===== src/rtl/wb_regfile_pkg.sv =====
// ---------------------------------------------------------------------------
// wb_regfile_pkg
//   Shared constants and helpers for the write-back register file slice.
//   - default widths for the GPR file and HI/LO pair
//   - enable-level constants used by the write and read paths
//   - rd_src_e / rd_src_sel(): per-port read-source priority decode
// ---------------------------------------------------------------------------
package wb_regfile_pkg;

    localparam int DATA_W_DEF   = 32;
    localparam int ADDR_W_DEF   = 5;
    localparam int NUM_REGS_DEF = 32;

    localparam logic RST_ENABLE   = 1'b1;
    localparam logic WRITE_ENABLE = 1'b1;
    localparam logic READ_ENABLE  = 1'b1;

    // Where a GPR read port takes its value from in the current cycle.
    typedef enum logic [2:0] {
        SRC_RESET    = 3'd0,
        SRC_ZERO_REG = 3'd1,
        SRC_DISABLED = 3'd2,
        SRC_BYPASS   = 3'd3,
        SRC_ARRAY    = 3'd4
    } rd_src_e;

    // Priority: reset, then $0, then read disable, then write-through bypass,
    // and only then the stored array value. $0 sits above the bypass so a
    // write aimed at $0 can never leak onto a read port.
    function automatic rd_src_e rd_src_sel(
        input logic in_rst,
        input logic addr_zero,
        input logic rd_en,
        input logic wr_hit
    );
        if (in_rst)         return SRC_RESET;
        else if (addr_zero) return SRC_ZERO_REG;
        else if (!rd_en)    return SRC_DISABLED;
        else if (wr_hit)    return SRC_BYPASS;
        else                return SRC_ARRAY;
    endfunction

endpackage


===== src/rtl/wb_regfile_if.sv =====
// ---------------------------------------------------------------------------
// wb_regfile_if
//   Bundle between the WB stage / decode-execute consumers and the register
//   file.
//   master: drives the WB write bundle and read requests, receives read data
//   slave : the register file itself
//   Signals:
//     wb_wreg, wb_wd, wb_wdata   GPR write enable / address / data
//     wb_whilo, wb_hi, wb_lo     HI/LO joint write enable and data
//     re1, raddr1, rdata1        read port 1
//     re2, raddr2, rdata2        read port 2
//     hi_o, lo_o                 current (bypassed) HI / LO
// ---------------------------------------------------------------------------
interface wb_regfile_if #(
    parameter int DATA_W = 32,
    parameter int ADDR_W = 5
);
    logic              wb_wreg;
    logic [ADDR_W-1:0] wb_wd;
    logic [DATA_W-1:0] wb_wdata;
    logic              wb_whilo;
    logic [DATA_W-1:0] wb_hi;
    logic [DATA_W-1:0] wb_lo;
    logic              re1;
    logic [ADDR_W-1:0] raddr1;
    logic [DATA_W-1:0] rdata1;
    logic              re2;
    logic [ADDR_W-1:0] raddr2;
    logic [DATA_W-1:0] rdata2;
    logic [DATA_W-1:0] hi_o;
    logic [DATA_W-1:0] lo_o;

    modport master (
        output wb_wreg, wb_wd, wb_wdata, wb_whilo, wb_hi, wb_lo,
        output re1, raddr1, re2, raddr2,
        input  rdata1, rdata2, hi_o, lo_o
    );

    modport slave (
        input  wb_wreg, wb_wd, wb_wdata, wb_whilo, wb_hi, wb_lo,
        input  re1, raddr1, re2, raddr2,
        output rdata1, rdata2, hi_o, lo_o
    );
endinterface


===== src/rtl/wb_hilo_reg.sv =====
// ---------------------------------------------------------------------------
// wb_hilo_reg
//   HI/LO register pair with joint write and same-cycle bypass.
//   Ports:
//     clk, rst        core clock, async active-high reset
//     whilo           joint HI/LO write enable
//     hi_in, lo_in    write data (WB stage supplies the unchanged half)
//     hi_o, lo_o      current HI / LO, forced to 0 during reset
// ---------------------------------------------------------------------------
module wb_hilo_reg
    import wb_regfile_pkg::*;
#(
    parameter int DATA_W = DATA_W_DEF
) (
    input  logic              clk,
    input  logic              rst,
    input  logic              whilo,
    input  logic [DATA_W-1:0] hi_in,
    input  logic [DATA_W-1:0] lo_in,
    output logic [DATA_W-1:0] hi_o,
    output logic [DATA_W-1:0] lo_o
);

    logic [DATA_W-1:0] hi_q;
    logic [DATA_W-1:0] lo_q;

    always_ff @(posedge clk or posedge rst) begin
        if (rst) begin
            hi_q <= '0;
            lo_q <= '0;
        end else if (whilo == WRITE_ENABLE) begin
            hi_q <= hi_in;
            lo_q <= lo_in;
        end
    end

    always_comb begin
        hi_o = hi_q;
        lo_o = lo_q;
        if (rst == RST_ENABLE) begin
            hi_o = '0;
            lo_o = '0;
        end else if (whilo == WRITE_ENABLE) begin
            hi_o = hi_in;
            lo_o = lo_in;
        end
    end

endmodule


===== src/rtl/wb_regfile.sv =====
// ---------------------------------------------------------------------------
// wb_regfile
//   Architectural state at the end of write-back: 32x32 GPR file with two
//   combinational read ports plus the HI/LO pair (in wb_hilo_reg).
//   Ports:
//     clk, rst   core clock, async active-high reset (clears all state,
//                forces all read outputs to 0 while asserted)
//     bus        wb_regfile_if.slave: WB write bundle, read ports, HI/LO out
//   $0 is never written and always reads 0. A write presented in the same
//   cycle as a read of the same address is forwarded to the read port.
// ---------------------------------------------------------------------------
module wb_regfile
    import wb_regfile_pkg::*;
#(
    parameter int DATA_W   = DATA_W_DEF,
    parameter int ADDR_W   = ADDR_W_DEF,
    parameter int NUM_REGS = NUM_REGS_DEF
) (
    input  logic         clk,
    input  logic         rst,
    wb_regfile_if.slave  bus
);

    generate
        if (NUM_REGS != (1 << ADDR_W)) begin : g_bad_cfg
            $error("wb_regfile: NUM_REGS must equal 2**ADDR_W");
        end
    endgenerate

    logic [DATA_W-1:0] regs [NUM_REGS];

    logic    wr_active;
    rd_src_e src1;
    rd_src_e src2;

    // A write to $0 is dropped here, and the same qualifier keeps it out of
    // the bypass path, so $0 stays zero in the array and on the read ports.
    assign wr_active = (bus.wb_wreg == WRITE_ENABLE) && (bus.wb_wd != '0);

    always_ff @(posedge clk or posedge rst) begin
        if (rst) begin
            for (int i = 0; i < NUM_REGS; i++) begin
                regs[i] <= '0;
            end
        end else if (wr_active) begin
            regs[bus.wb_wd] <= bus.wb_wdata;
        end
    end

    assign src1 = rd_src_sel(rst == RST_ENABLE,
                             bus.raddr1 == '0,
                             bus.re1 == READ_ENABLE,
                             wr_active && (bus.wb_wd == bus.raddr1));

    assign src2 = rd_src_sel(rst == RST_ENABLE,
                             bus.raddr2 == '0,
                             bus.re2 == READ_ENABLE,
                             wr_active && (bus.wb_wd == bus.raddr2));

    always_comb begin
        bus.rdata1 = '0;
        case (src1)
            SRC_BYPASS: bus.rdata1 = bus.wb_wdata;
            SRC_ARRAY:  bus.rdata1 = regs[bus.raddr1];
            default:    bus.rdata1 = '0;
        endcase
    end

    always_comb begin
        bus.rdata2 = '0;
        case (src2)
            SRC_BYPASS: bus.rdata2 = bus.wb_wdata;
            SRC_ARRAY:  bus.rdata2 = regs[bus.raddr2];
            default:    bus.rdata2 = '0;
        endcase
    end

    wb_hilo_reg #(
        .DATA_W (DATA_W)
    ) u_hilo (
        .clk   (clk),
        .rst   (rst),
        .whilo (bus.wb_whilo),
        .hi_in (bus.wb_hi),
        .lo_in (bus.wb_lo),
        .hi_o  (bus.hi_o),
        .lo_o  (bus.lo_o)
    );

endmodule

===== src/flat_wrapper.sv =====
// flat-port wrapper written by rule: the top's interface ports become plain ports
module wb_regfile_flat import wb_regfile_pkg::*;
#(
    parameter int DATA_W   = DATA_W_DEF,
    parameter int ADDR_W   = ADDR_W_DEF,
    parameter int NUM_REGS = NUM_REGS_DEF
)
  (clk, rst, bus_wb_wreg, bus_wb_wd, bus_wb_wdata, bus_wb_whilo, bus_wb_hi, bus_wb_lo, bus_re1, bus_raddr1, bus_re2, bus_raddr2, bus_rdata1, bus_rdata2, bus_hi_o, bus_lo_o);
  wb_regfile_if #(.DATA_W(DATA_W), .ADDR_W(ADDR_W)) bus_i ();
  input  logic clk;
  input  logic rst;
  input wire logic [$bits(bus_i.wb_wreg)-1:0] bus_wb_wreg;
  input wire logic [$bits(bus_i.wb_wd)-1:0] bus_wb_wd;
  input wire logic [$bits(bus_i.wb_wdata)-1:0] bus_wb_wdata;
  input wire logic [$bits(bus_i.wb_whilo)-1:0] bus_wb_whilo;
  input wire logic [$bits(bus_i.wb_hi)-1:0] bus_wb_hi;
  input wire logic [$bits(bus_i.wb_lo)-1:0] bus_wb_lo;
  input wire logic [$bits(bus_i.re1)-1:0] bus_re1;
  input wire logic [$bits(bus_i.raddr1)-1:0] bus_raddr1;
  input wire logic [$bits(bus_i.re2)-1:0] bus_re2;
  input wire logic [$bits(bus_i.raddr2)-1:0] bus_raddr2;
  output wire logic [$bits(bus_i.rdata1)-1:0] bus_rdata1;
  output wire logic [$bits(bus_i.rdata2)-1:0] bus_rdata2;
  output wire logic [$bits(bus_i.hi_o)-1:0] bus_hi_o;
  output wire logic [$bits(bus_i.lo_o)-1:0] bus_lo_o;
  assign bus_i.wb_wreg = bus_wb_wreg;
  assign bus_i.wb_wd = bus_wb_wd;
  assign bus_i.wb_wdata = bus_wb_wdata;
  assign bus_i.wb_whilo = bus_wb_whilo;
  assign bus_i.wb_hi = bus_wb_hi;
  assign bus_i.wb_lo = bus_wb_lo;
  assign bus_i.re1 = bus_re1;
  assign bus_i.raddr1 = bus_raddr1;
  assign bus_i.re2 = bus_re2;
  assign bus_i.raddr2 = bus_raddr2;
  assign bus_rdata1 = bus_i.rdata1;
  assign bus_rdata2 = bus_i.rdata2;
  assign bus_hi_o = bus_i.hi_o;
  assign bus_lo_o = bus_i.lo_o;
  wb_regfile #(.DATA_W(DATA_W), .ADDR_W(ADDR_W), .NUM_REGS(NUM_REGS)) u_core (.clk(clk), .rst(rst), .bus(bus_i));
endmodule

===== config.mk =====
export PLATFORM = sky130hd
export DESIGN_NAME = wb_regfile_flat
export DESIGN_NICKNAME = d
export VERILOG_FILES = /design/src/rtl/wb_regfile_pkg.sv /design/src/rtl/wb_regfile_if.sv /design/src/rtl/wb_hilo_reg.sv /design/src/rtl/wb_regfile.sv /design/src/flat_wrapper.sv
export SDC_FILE = /design/constraint.sdc
export NUM_CORES = 2
export LEC_CHECK = 0
export CELL_PAD_IN_SITES_DETAIL_PLACEMENT = 0
export CELL_PAD_IN_SITES_GLOBAL_PLACEMENT = 1
export CORE_MARGIN = 5
export CORE_UTILIZATION = 42
export DETAILED_ROUTE_END_ITERATION = 16
export HOLD_SLACK_MARGIN = 0.1
export PLACE_DENSITY_LB_ADDON = 0.1
export SLEW_MARGIN = 20
export SYNTH_ARGS = -nofsm -noshare
export SYNTH_HDL_FRONTEND = slang
export SYNTH_SLANG_ARGS = --single-unit

===== constraint.sdc =====
create_clock -name clk -period 58.2 [get_ports clk]
set_input_delay 11.64 -clock clk [delete_from_list [all_inputs] [get_ports clk]]
set_output_delay 11.64 -clock clk [all_outputs]
set_load 0.02 [all_outputs]

==> impl_results.md <==
* Initial antenna violation count at 12
* Num CTS Buffers at 134
* Layout cells sized above 1 at 48.6%
* Slew @ Worst Pin at 1.22 ns
* Min cycle time layout at 27.64 ns
* # clock sinks at 1,088
* Post-synthesis compound-gate area fraction at 4.11%
* Synthesized area per cell at 14.9 µm²
* Post-Synth XOR/XNOR Area at 0.152%
* Worst VDD drop at 0.0000239 V
* Final nets at 4,038
* Post-synth EDFFs at 0
* Drt drc at 0
* Hold_sp: u_core.regs[1018]
* Post-CTS Hold Buffers at 0
* Multi-input logic area at 28,600 µm²
* Remaining global-route overflow at 0
* 1st-iter DRT viols at 3,552
* DR WL/cell at 35.5 µm
* Die area at 144,000 µm²
* Count of final setup violators at 0
* Clk Tree Root Cell: clkbuf_16
* Die height at 380 µm
* P_leak at 0.0280 µW
* Cell Area, Synth at 57,500 µm²
* GRT Total Usage at 28.2%
* Post-cts resize count at 0
* Final HPWL DP at 115,000 µm
* Post-CTS setup repair buffer count at 0
* Final WL at 206,000 µm
* Pins over their slew limit at 0
* Via count at 37.5k
* Slew HR at 18.5%
* Status: complete, no violations
* Post-route clock skew at 0 ns
* Critical Path Fanout Max at 72
* Die Wd at 380 µm
* Largest family of logic cells by synthesized area: multiplexers
* Async set-reset flop share out of synthesis at 100%
* RSZ-0062 raised after global routing: no
* Core ar. at 136,000 µm²
* Number of fill cells at 11.9k
* Post-Synthesis Cells at 3,853
* Area delta synth->final at 14.7%
* Most common cell in the synthesized netlist: dfrtp_1
* Boundary pin count at 245
* Total Power at 2290 µW
* Register area at 27,200 µm²
* CP Data Required Time at 46.56 ns
* Vias per cell at 6.46
* Clk buf depth at 3
* Synth top area share at 47.3%
* Fmax at 36.2 MHz
* Syn Nets at 3,970
* TritonRoute pass-1 iters at 6
* Commonest cells post-synth: 1,088 x dfrtp_1, 1,069 x mux2_2, 495 x mux4_2, 195 x clkbuf_1, 124 x buf_2
* Register area share after synthesis at 47.3%
* Clock latency on the worst-skew pair at 0.76 ns
* Share of synthesized cell area in and, or, nand and nor gates at 3.20%
* CTS tree: built
* WP data arrival at 16.00 ns
* Final Hold Viols at 0
* Adder-cell share of the synthesized area at 0%
* Synth cell types at 64
* Cell taking the most area after synthesis: dfrtp_1
* Initial Utilization at 42.4%
* Setup TNS at 0 ns
* Clock slew at reported path FFs at 0.06 ns
* Yosys reg bits at 1,088
* # port buffers at 244
* Cell Rows at 135
* First-pass GRT wire length at 295,000 µm
* Vias in the first global route at 38.3k
* Routability congestion estimate at 0.794
* Period utilization at 47.5%
* Hold WC Path Type: reg2reg
* Worst setup SP type: primary input
* Reg-to-Reg Start: u_core.regs[538]
* Antenna Violating Nets Remaining at 0
* Prevailing post-synth register cell: dfrtp_1
* Largest net degree at the start of global routing at 163
* Worst Setup SP: rst
* H-tree levels at 4
* Max-cap viol count at 0
* Mux contribution to synthesized area at 41.7%
* PwrDens at 34.7 nW/µm²
* Critical path class: in2out
* Worst setup EP type: primary output
* Ranking of synthesized cells by area: dfrtp_1 47%, mux2_2 21%, mux4_2 19%
* Synthesis Warnings at 0
==> logic make-up after synthesis <==
group	after synthesis
muxes	1646
DFF	1088
buffers and inverters	436
and+or+nand+nor	357
AOI/OAI and AO/OA	316
xor gates and xnor gates	10
==> routing by layer <==
metal | GRT usage, % | routed length (µm) | vias to the layer above
met5 | 0 | 30 | -
met4 | 7.73 | 5870 | 4
met1 | 40.5 | 90100 | 20600
li1 | - | - | 15000
met2 | 43.0 | 93000 | 1542
met3 | 7.24 | 17000 | 288
==> critical path: stages <==
cell,delay (ns)
clkdlybuf4s50_1,0.50
inv_8,0.38
buf_4,0.74
o311ai_0,0.38
nor4_2,0.58
buf_4,0.57
nand2_1,0.10
o21ai_0,0.24
clkdlybuf4s50_1,0.72
==> sequential cells by signal, summed over array words and instances (netlist names) <==
register            flops
u_core.regs          1024
u_core.u_hilo.hi_q     32
u_core.u_hilo.lo_q     32
==> worst paths after layout <==
kind	to	slack, ns	depth (start not counted)
max	bus_rdata2[18]	30.56	9
min	u_core.regs[1018]	0.39	0
max reg2reg	u_core.regs[538]	57.39	1
min reg2reg	u_core.regs[1018]	0.39	0
max in group asynchronous	u_core.regs[620]	43.97	5
min in group asynchronous	u_core.u_hilo.lo_q[14]	11.33	2
==> through the flow <==
step / worst slack (ns) / area [µm²] / instances / utilization [%] / hold WS (ns)
after floorplan: 0.770 / 57500 / 3853 / - / 0.441
after global placement: 30.62 / 61500 / 5564 / 45.3 / 0.377
after detailed placement: 30.63 / 61500 / 5564 / 45.3 / 0.383
after CTS: 30.59 / 65900 / 5796 / 48.5 / 0.395
after global routing: 30.22 / 66000 / 5799 / 48.6 / 0.400
final: 30.56 / 66000 / 5803 / 48.6 / 0.390
==> placed cells by master, fill, tap and decap left out, drive strengths merged, types with 16 or more instances in the layout <==
master,n
mux2,1073
clkdlybuf4s50,233
o221ai,16
clkbuf,212
a22o,21
mux4,495
nand3,37
and2,69
nand2,102
a21oi,38
o22ai,45
o21ai,23
nor2,50
nor2b,33
a32o,31
dfrtp,1088
buf,132
mux2i,78
a22oi,71
==> area by class of cell <==
type,instances,share of cell area [%]
multi-input cells,2329,43.3
flip-flops and latches,1088,41.3
repair buffers,365,5.27
clock buffers,212,6.34
inverters,3,0.0284
clock inverters,20,0.377
well taps,1781,3.38
diodes,5,0.0190
==> where the power goes <==
| group | internal (µW) | switching [µW] | leakage, µW | total, µW |
|---|---|---|---|---|
| clock | 512 | 335 | 0.00218 | 847 |
| sequential | 896 | 98.4 | 0.0139 | 994 |
| combinational | 264 | 184 | 0.0120 | 447 |
| total | 1670 | 617 | 0.0280 | 2290 |
Power figures use the tool's default switching activity.
